File: config.mk
export PLATFORM = sky130hd
export DESIGN_NAME = riscv_regfile_mp
export DESIGN_NICKNAME = d
export VERILOG_FILES = /design/src/rtl/riscv_pkg.sv /design/src/rtl/rf_scoreboard.sv /design/src/rtl/riscv_regfile_mp.sv
export SDC_FILE = /design/constraint.sdc
export NUM_CORES = 2
export LEC_CHECK = 0
export BUFFER_PORTS_ARGS = -buffer_cell sky130_fd_sc_hd__buf_2
export CORE_ASPECT_RATIO = 0.5
export CORE_UTILIZATION = 50
export DETAILED_ROUTE_END_ITERATION = 6
export PLACE_DENSITY_LB_ADDON = 0.3
export SETUP_SLACK_MARGIN = 0.15
export SLEW_MARGIN = 25
export SYNTH_ARGS = -nofsm -noshare
export SYNTH_HDL_FRONTEND = slang
export SYNTH_HIERARCHICAL = 1
export SYNTH_SLANG_ARGS = --single-unit
File: constraint.sdc
create_clock -name clk -period 2.75 [get_ports clk]
set_clock_uncertainty 0.1 [all_clocks]
set_input_delay 0.55 -clock clk [delete_from_list [all_inputs] [get_ports clk]]
set_output_delay 0.55 -clock clk [all_outputs]
set_load 0.02 [all_outputs]
File: src/rtl/riscv_pkg.sv
// ----------------------------------------------------------------------------
// riscv_pkg
// Shared definitions for the integer register file slice: data width,
// architectural register-address width, the x0 address and a register
// address type.
// ----------------------------------------------------------------------------
package riscv_pkg;

  localparam int XLEN       = 32;
  localparam int NUM_REGS   = 32;
  localparam int REG_ADDR_W = $clog2(NUM_REGS);

  typedef logic [REG_ADDR_W-1:0] reg_addr_t;

  // x0 is hardwired to zero: never stored, never pending.
  localparam reg_addr_t X0 = '0;

endpackage : riscv_pkg

File: src/rtl/rf_scoreboard.sv
// ----------------------------------------------------------------------------
// rf_scoreboard
// Pending-write scoreboard for the register file. One bit per architectural
// register marks an issued-but-not-written-back destination. Decode uses the
// per-port busy flags and the aggregate stall to hold on RAW hazards.
//
// Ports:
//   clk, rst        clock, asynchronous active-low reset
//   ren[NRD]        per-port read enable (only gates stall)
//   raddr[NRD*AW]   flattened read addresses, port i at [i*AW +: AW]
//   we, waddr       writeback port; clears the pending bit
//   alloc_en/rd     issue port; sets the pending bit
//   flush           clears every pending bit
//   rbusy[NRD]      combinational busy per read port
//   stall           OR of (ren & rbusy)
// ----------------------------------------------------------------------------
module rf_scoreboard
  import riscv_pkg::*;
#(
  parameter  int NREG   = 32,
  parameter  int NRD    = 2,
  parameter  int BYPASS = 1,
  localparam int AW     = $clog2(NREG)
) (
  input  logic              clk,
  input  logic              rst,
  input  logic [NRD-1:0]    ren,
  input  logic [NRD*AW-1:0] raddr,
  input  logic              we,
  input  logic [AW-1:0]     waddr,
  input  logic              alloc_en,
  input  logic [AW-1:0]     alloc_rd,
  input  logic              flush,
  output logic [NRD-1:0]    rbusy,
  output logic              stall
);

  localparam logic BYP = (BYPASS != 0);

  logic [NREG-1:0] pending;
  logic [NREG-1:0] pending_nxt;

  // Later assignments override earlier ones, giving the priority
  // flush > alloc (set) > writeback (clear). Bit 0 is forced low last.
  always_comb begin
    // NOTE: every always_comb output gets a full default first so no path
    // leaves it unassigned and a latch can never be inferred.
    pending_nxt = pending;
    if (we)       pending_nxt[waddr]    = 1'b0;
    if (alloc_en) pending_nxt[alloc_rd] = 1'b1;
    if (flush)    pending_nxt           = '0;
    pending_nxt[0] = 1'b0;
  end

  always_ff @(posedge clk or negedge rst) begin
    // NOTE: sequential state uses non-blocking assignment so every flop
    // samples pre-edge values regardless of block evaluation order.
    if (!rst) pending <= '0;
    else      pending <= pending_nxt;
  end

  // A same-cycle writeback to the read address masks busy when bypassing,
  // because the forwarded write data is captured on that same edge.
  for (genvar i = 0; i < NRD; i++) begin : g_busy
    logic [AW-1:0] ra;
    assign ra       = raddr[i*AW +: AW];
    assign rbusy[i] = pending[ra] & ~(BYP & we & (waddr == ra));
  end

  assign stall = |(ren & rbusy);

endmodule : rf_scoreboard

File: src/rtl/riscv_regfile_mp.sv
// ----------------------------------------------------------------------------
// riscv_regfile_mp
// Multi-read-port RISC-V integer register file with registered read data,
// optional write-first bypass, hardwired x0 and an integrated pending-write
// scoreboard (rf_scoreboard).
//
// Ports:
//   clk, rst          clock, asynchronous active-low reset
//   ren[NRD]          per-port read enable; rdata holds when low
//   raddr[NRD*AW]     flattened read addresses, port i at [i*AW +: AW]
//   rdata[NRD*XLEN]   registered read data, flattened the same way
//   rbusy[NRD]        combinational: port address has an outstanding write
//   we, waddr, wdata  single write port; writes to x0 are dropped
//   alloc_en/rd       mark a destination pending at issue
//   flush             clear all pending bits
//   stall             OR over ports of (ren & rbusy)
// ----------------------------------------------------------------------------
module riscv_regfile_mp
  import riscv_pkg::*;
#(
  parameter  int XLEN   = riscv_pkg::XLEN,
  parameter  int NREG   = 32,
  parameter  int NRD    = 2,
  parameter  int BYPASS = 1,
  localparam int AW     = $clog2(NREG)
) (
  input  logic                clk,
  input  logic                rst,
  input  logic [NRD-1:0]      ren,
  input  logic [NRD*AW-1:0]   raddr,
  output logic [NRD*XLEN-1:0] rdata,
  output logic [NRD-1:0]      rbusy,
  input  logic                we,
  input  logic [AW-1:0]       waddr,
  input  logic [XLEN-1:0]     wdata,
  input  logic                alloc_en,
  input  logic [AW-1:0]       alloc_rd,
  input  logic                flush,
  output logic                stall
);

  localparam logic BYP = (BYPASS != 0);

  // x0 has no storage; entries start at 1.
  logic [XLEN-1:0] regs [1:NREG-1];

  always_ff @(posedge clk or negedge rst) begin
    // NOTE: the register array is reset on purpose -- architectural state
    // must read zero after reset, so the array becomes flops, not RAM.
    if (!rst) begin
      for (int k = 1; k < NREG; k++) regs[k] <= '0;
    end else if (we && (waddr != '0)) begin
      regs[waddr] <= wdata;
    end
  end

  for (genvar i = 0; i < NRD; i++) begin : g_rd
    logic [AW-1:0]   ra;
    logic [XLEN-1:0] rval;
    logic [XLEN-1:0] rd_q;

    assign ra = raddr[i*AW +: AW];

    // Write-first: with bypass, a same-edge write to this address wins over
    // the stored (pre-edge) contents.
    always_comb begin
      rval = '0;
      if (ra == '0)                         rval = '0;
      else if (BYP && we && (waddr == ra))  rval = wdata;
      else                                  rval = regs[ra];
    end

    always_ff @(posedge clk or negedge rst) begin
      if (!rst)       rd_q <= '0;
      else if (ren[i]) rd_q <= rval;
    end

    assign rdata[i*XLEN +: XLEN] = rd_q;
  end

  rf_scoreboard #(
    .NREG   (NREG),
    .NRD    (NRD),
    .BYPASS (BYPASS)
  ) u_scoreboard (
    .clk      (clk),
    .rst      (rst),
    .ren      (ren),
    .raddr    (raddr),
    .we       (we),
    .waddr    (waddr),
    .alloc_en (alloc_en),
    .alloc_rd (alloc_rd),
    .flush    (flush),
    .rbusy    (rbusy),
    .stall    (stall)
  );

endmodule : riscv_regfile_mp

==> results.cfg <==
[run_status]
status = complete, but fails checks
violations = setup timing

[critical_path]
r2r_end = g_rd[1].rd_q[7]
start_kind = flip-flop
crit_required_ps = 2100
crit_type = flip-flop to output pin
arrival_ps = 2370
r2r_setup_slack_ps = 680
r2r_cells = 5
end_kind = output pin
worst-path-max-fanout = 3
r2r-start = regs[359]

[sta]
relSlewSlack_pct = 38.86
rsz0062_at_grt = true
post-route-period-util_pct = 109.9
period_minus_slack_ps = 3022
finalSetupTns_ps = -702.8
slew_viol_final = 0
worstMarginPinSlew_ps = 917.1
layout_setup_ws_ps = -271.9
fmax_mhz = 330.9
hold_viol = 0
finalSetupViolations = 3
timing.hold.ws_ps = 155.5

[floorplan]
die_w_um = 480.8
dieArea_sq_mm = 0.1161
start_util_pct = 50.67
fp-row-count = 87
core_sq_mm = 0.1131
io_pins = 126
fp.dieH_um = 241.4

[global_routing]
grt_overflow = 0
grt_pass1_wl_um = 286800
grt_pass1_vias = 42480
track_usage_pct = 33.89
grt_max_degree = 112
antenna_found_initial = 18

[power_and_ir_drop]
ir_drop_uv = 559.4
leakagePower_nw = 28.60
power_density_mw_per_mm2 = 709.6

[synthesis]
yosysSeqAreaShare_pct = 47.47
ys_ff_latch = 1087
yosys.area.top_type = dfrtp_1
synth_fp_nets = 4536
yosys_warnings = 6
ys_top_cells_by_area = dfrtp_1, mux4_2, mux2_2
syn-instance-count = 4477
synthArstFlopShare_pct = 100.0
synth_ff_type = dfrtp_1
yosys-top-cells-count = dfrtp_1, mux2_2, nand2_1
syn_avg_cell_area_sq_um = 12.80
synth_area_sq_mm = 0.05731
synth_top_cell_area_share_pct = 47.47
synth-edff-count = 0
synth.most_common_cell = dfrtp_1
ys_types = 54

[cts]
clkLatencyLatePin_ps = 710
clkSlewWorstSetupHoldPaths_ps = 60
cts_root_buf = clkbuf_16
cts-htree-levels = 3
cts_buffer_depth = 3
cts.sinks = 1087
numCtsBuffers = 103
cts_tree = built

[route]
firstDrtPassIters = 7
drt_iter0_drc = 4969
wl_per_cell_um = 31.49
vias_per_cell = 6.864
remaining_drc_errors = 0
routed_wl_um = 194900
antenna_left = 0
vias = 42490

[placed_design]
io_buffer_count = 125
gp_congestion = 0.8951
dp_hpwl_um = 124500

[finish]
area_delta_synth_final_pct = 14.76
sequential_cell_area_sq_mm = 0.02720
drive_gt1_share_pct = 39.19
multiInputGateArea_sq_mm = 0.02821
nets = 4649
nFillCells = 8702

[min_path]
hold_depth = 4
hp-start = alloc_rd[3]
hp-class = input port to flip-flop
hold-path-endpoint = u_scoreboard/pending[2]

[flow_run]
drv_cap = 0
per-layer routing:
layer,part of all wire (%),vias up,GRT usage [%],wire length (um)
met5,0.14,-,2.083,276
met4,4.3,22,13.08,8351
met3,13,517,12.07,26280
met2,43,2773,49.29,83780
met1,39,22180,46.44,76240
li1,-,17000,-,-
worst max-delay path by stage:
| stage | start | to | cells after the start |
|---|---|---|---|
| 3_5_place_dp | raddr[0] | g_rd[0].rd_q[25] | 7 |
| 2_1_floorplan | raddr[1] | stall | 7 |
| 5_1_grt | u_scoreboard/pending[30] | stall | 6 |
| 4_1_cts | u_scoreboard/pending[30] | stall | 6 |
| 3_3_place_gp | raddr[0] | g_rd[0].rd_q[25] | 7 |
| 6_report | u_scoreboard/pending[30] | stall | 6 |
cells in the final DEF (no fill, tap or decap), types with 29 or more instances in the layout:
cell / n
dfrtp_1: 1087
mux2_2: 704
nand2_1: 521
mux4_2: 460
o21ai_0: 456
buf_4: 203
mux2i_1: 135
buf_12: 123
buf_2: 114
clkbuf_16: 107
a21oi_1: 89
nand3_1: 64
o22ai_1: 52
nor2b_1: 41
inv_1: 37
o221ai_1: 36
nand4_1: 30
a22oi_1: 29
through the flow:
| step | area [sq um] | worst slack [ps] | power (mW) | instances | util [%] |
|---|---|---|---|---|---|
| floorplan | 57310 | 295.9 | 27.61 | 4477 | - |
| global placement | 62080 | -55.42 | 30.61 | 5996 | 54.89 |
| detailed placement | 62080 | -71.90 | 31.19 | 5996 | 54.89 |
| CTS | 65740 | -309.3 | 46.56 | 6183 | 58.13 |
| global route | 65750 | -372.6 | 48.34 | 6187 | 58.14 |
| finish | 65760 | -271.9 | 46.66 | 6191 | 58.15 |
state kept, by name, summed over array words and instances (netlist names):
register / count
u_scoreboard/pending: 31
g_rd.rd_q: 64
regs: 992
kinds of logic after synthesis:
group / share of synthesized area [%]
muxes: 34.42
DFF: 47.47
xor gates and xnor gates: 0.3057
and+or+nand+nor: 5.950
buffers and inverters: 3.675
AOI/OAI and AO/OA: 8.183
power breakdown:
group          internal [mW]  switching [mW]  total [mW]
Clock                   8.99            6.46        15.4
Sequential              19.0            2.42        21.4
Combinational           5.40            4.42        9.82
Total                   33.4            13.3        46.7
area by class of cell:
class	instances	area share, %
Antenna cell	8	0.03044
Clock buffer	147	4.680
Clock inverter	38	0.8372
Inverter	38	0.2245
Multi-Input combinational cell	2912	42.89
Sequential cell	1087	41.36
Tap cell	1513	2.879
Timing Repair Buffer	448	7.093
what timing repair did:
| action | CTS | global route |
|---|---|---|
| resized for setup | 3 | 1 |
| pin swaps | 0 | 3 |
| hold endpoints to repair | 27 | 0 |
| hold buffers | 1 | 0 |
| gates cloned | 0 | 0 |
| buffers inserted | 1 | 0 |
| setup endpoints to repair | 3 | 3 |
worst max-delay path, stage by stage, from the launching register on:
cell and delay, ps:
dfrtp_1 420, mux4_2 500, o221ai_2 200, o211ai_1 110, and4_4 160, o2bb2ai_1 110
buf_2 160
Note: power is estimated with default switching activity, not from simulation.
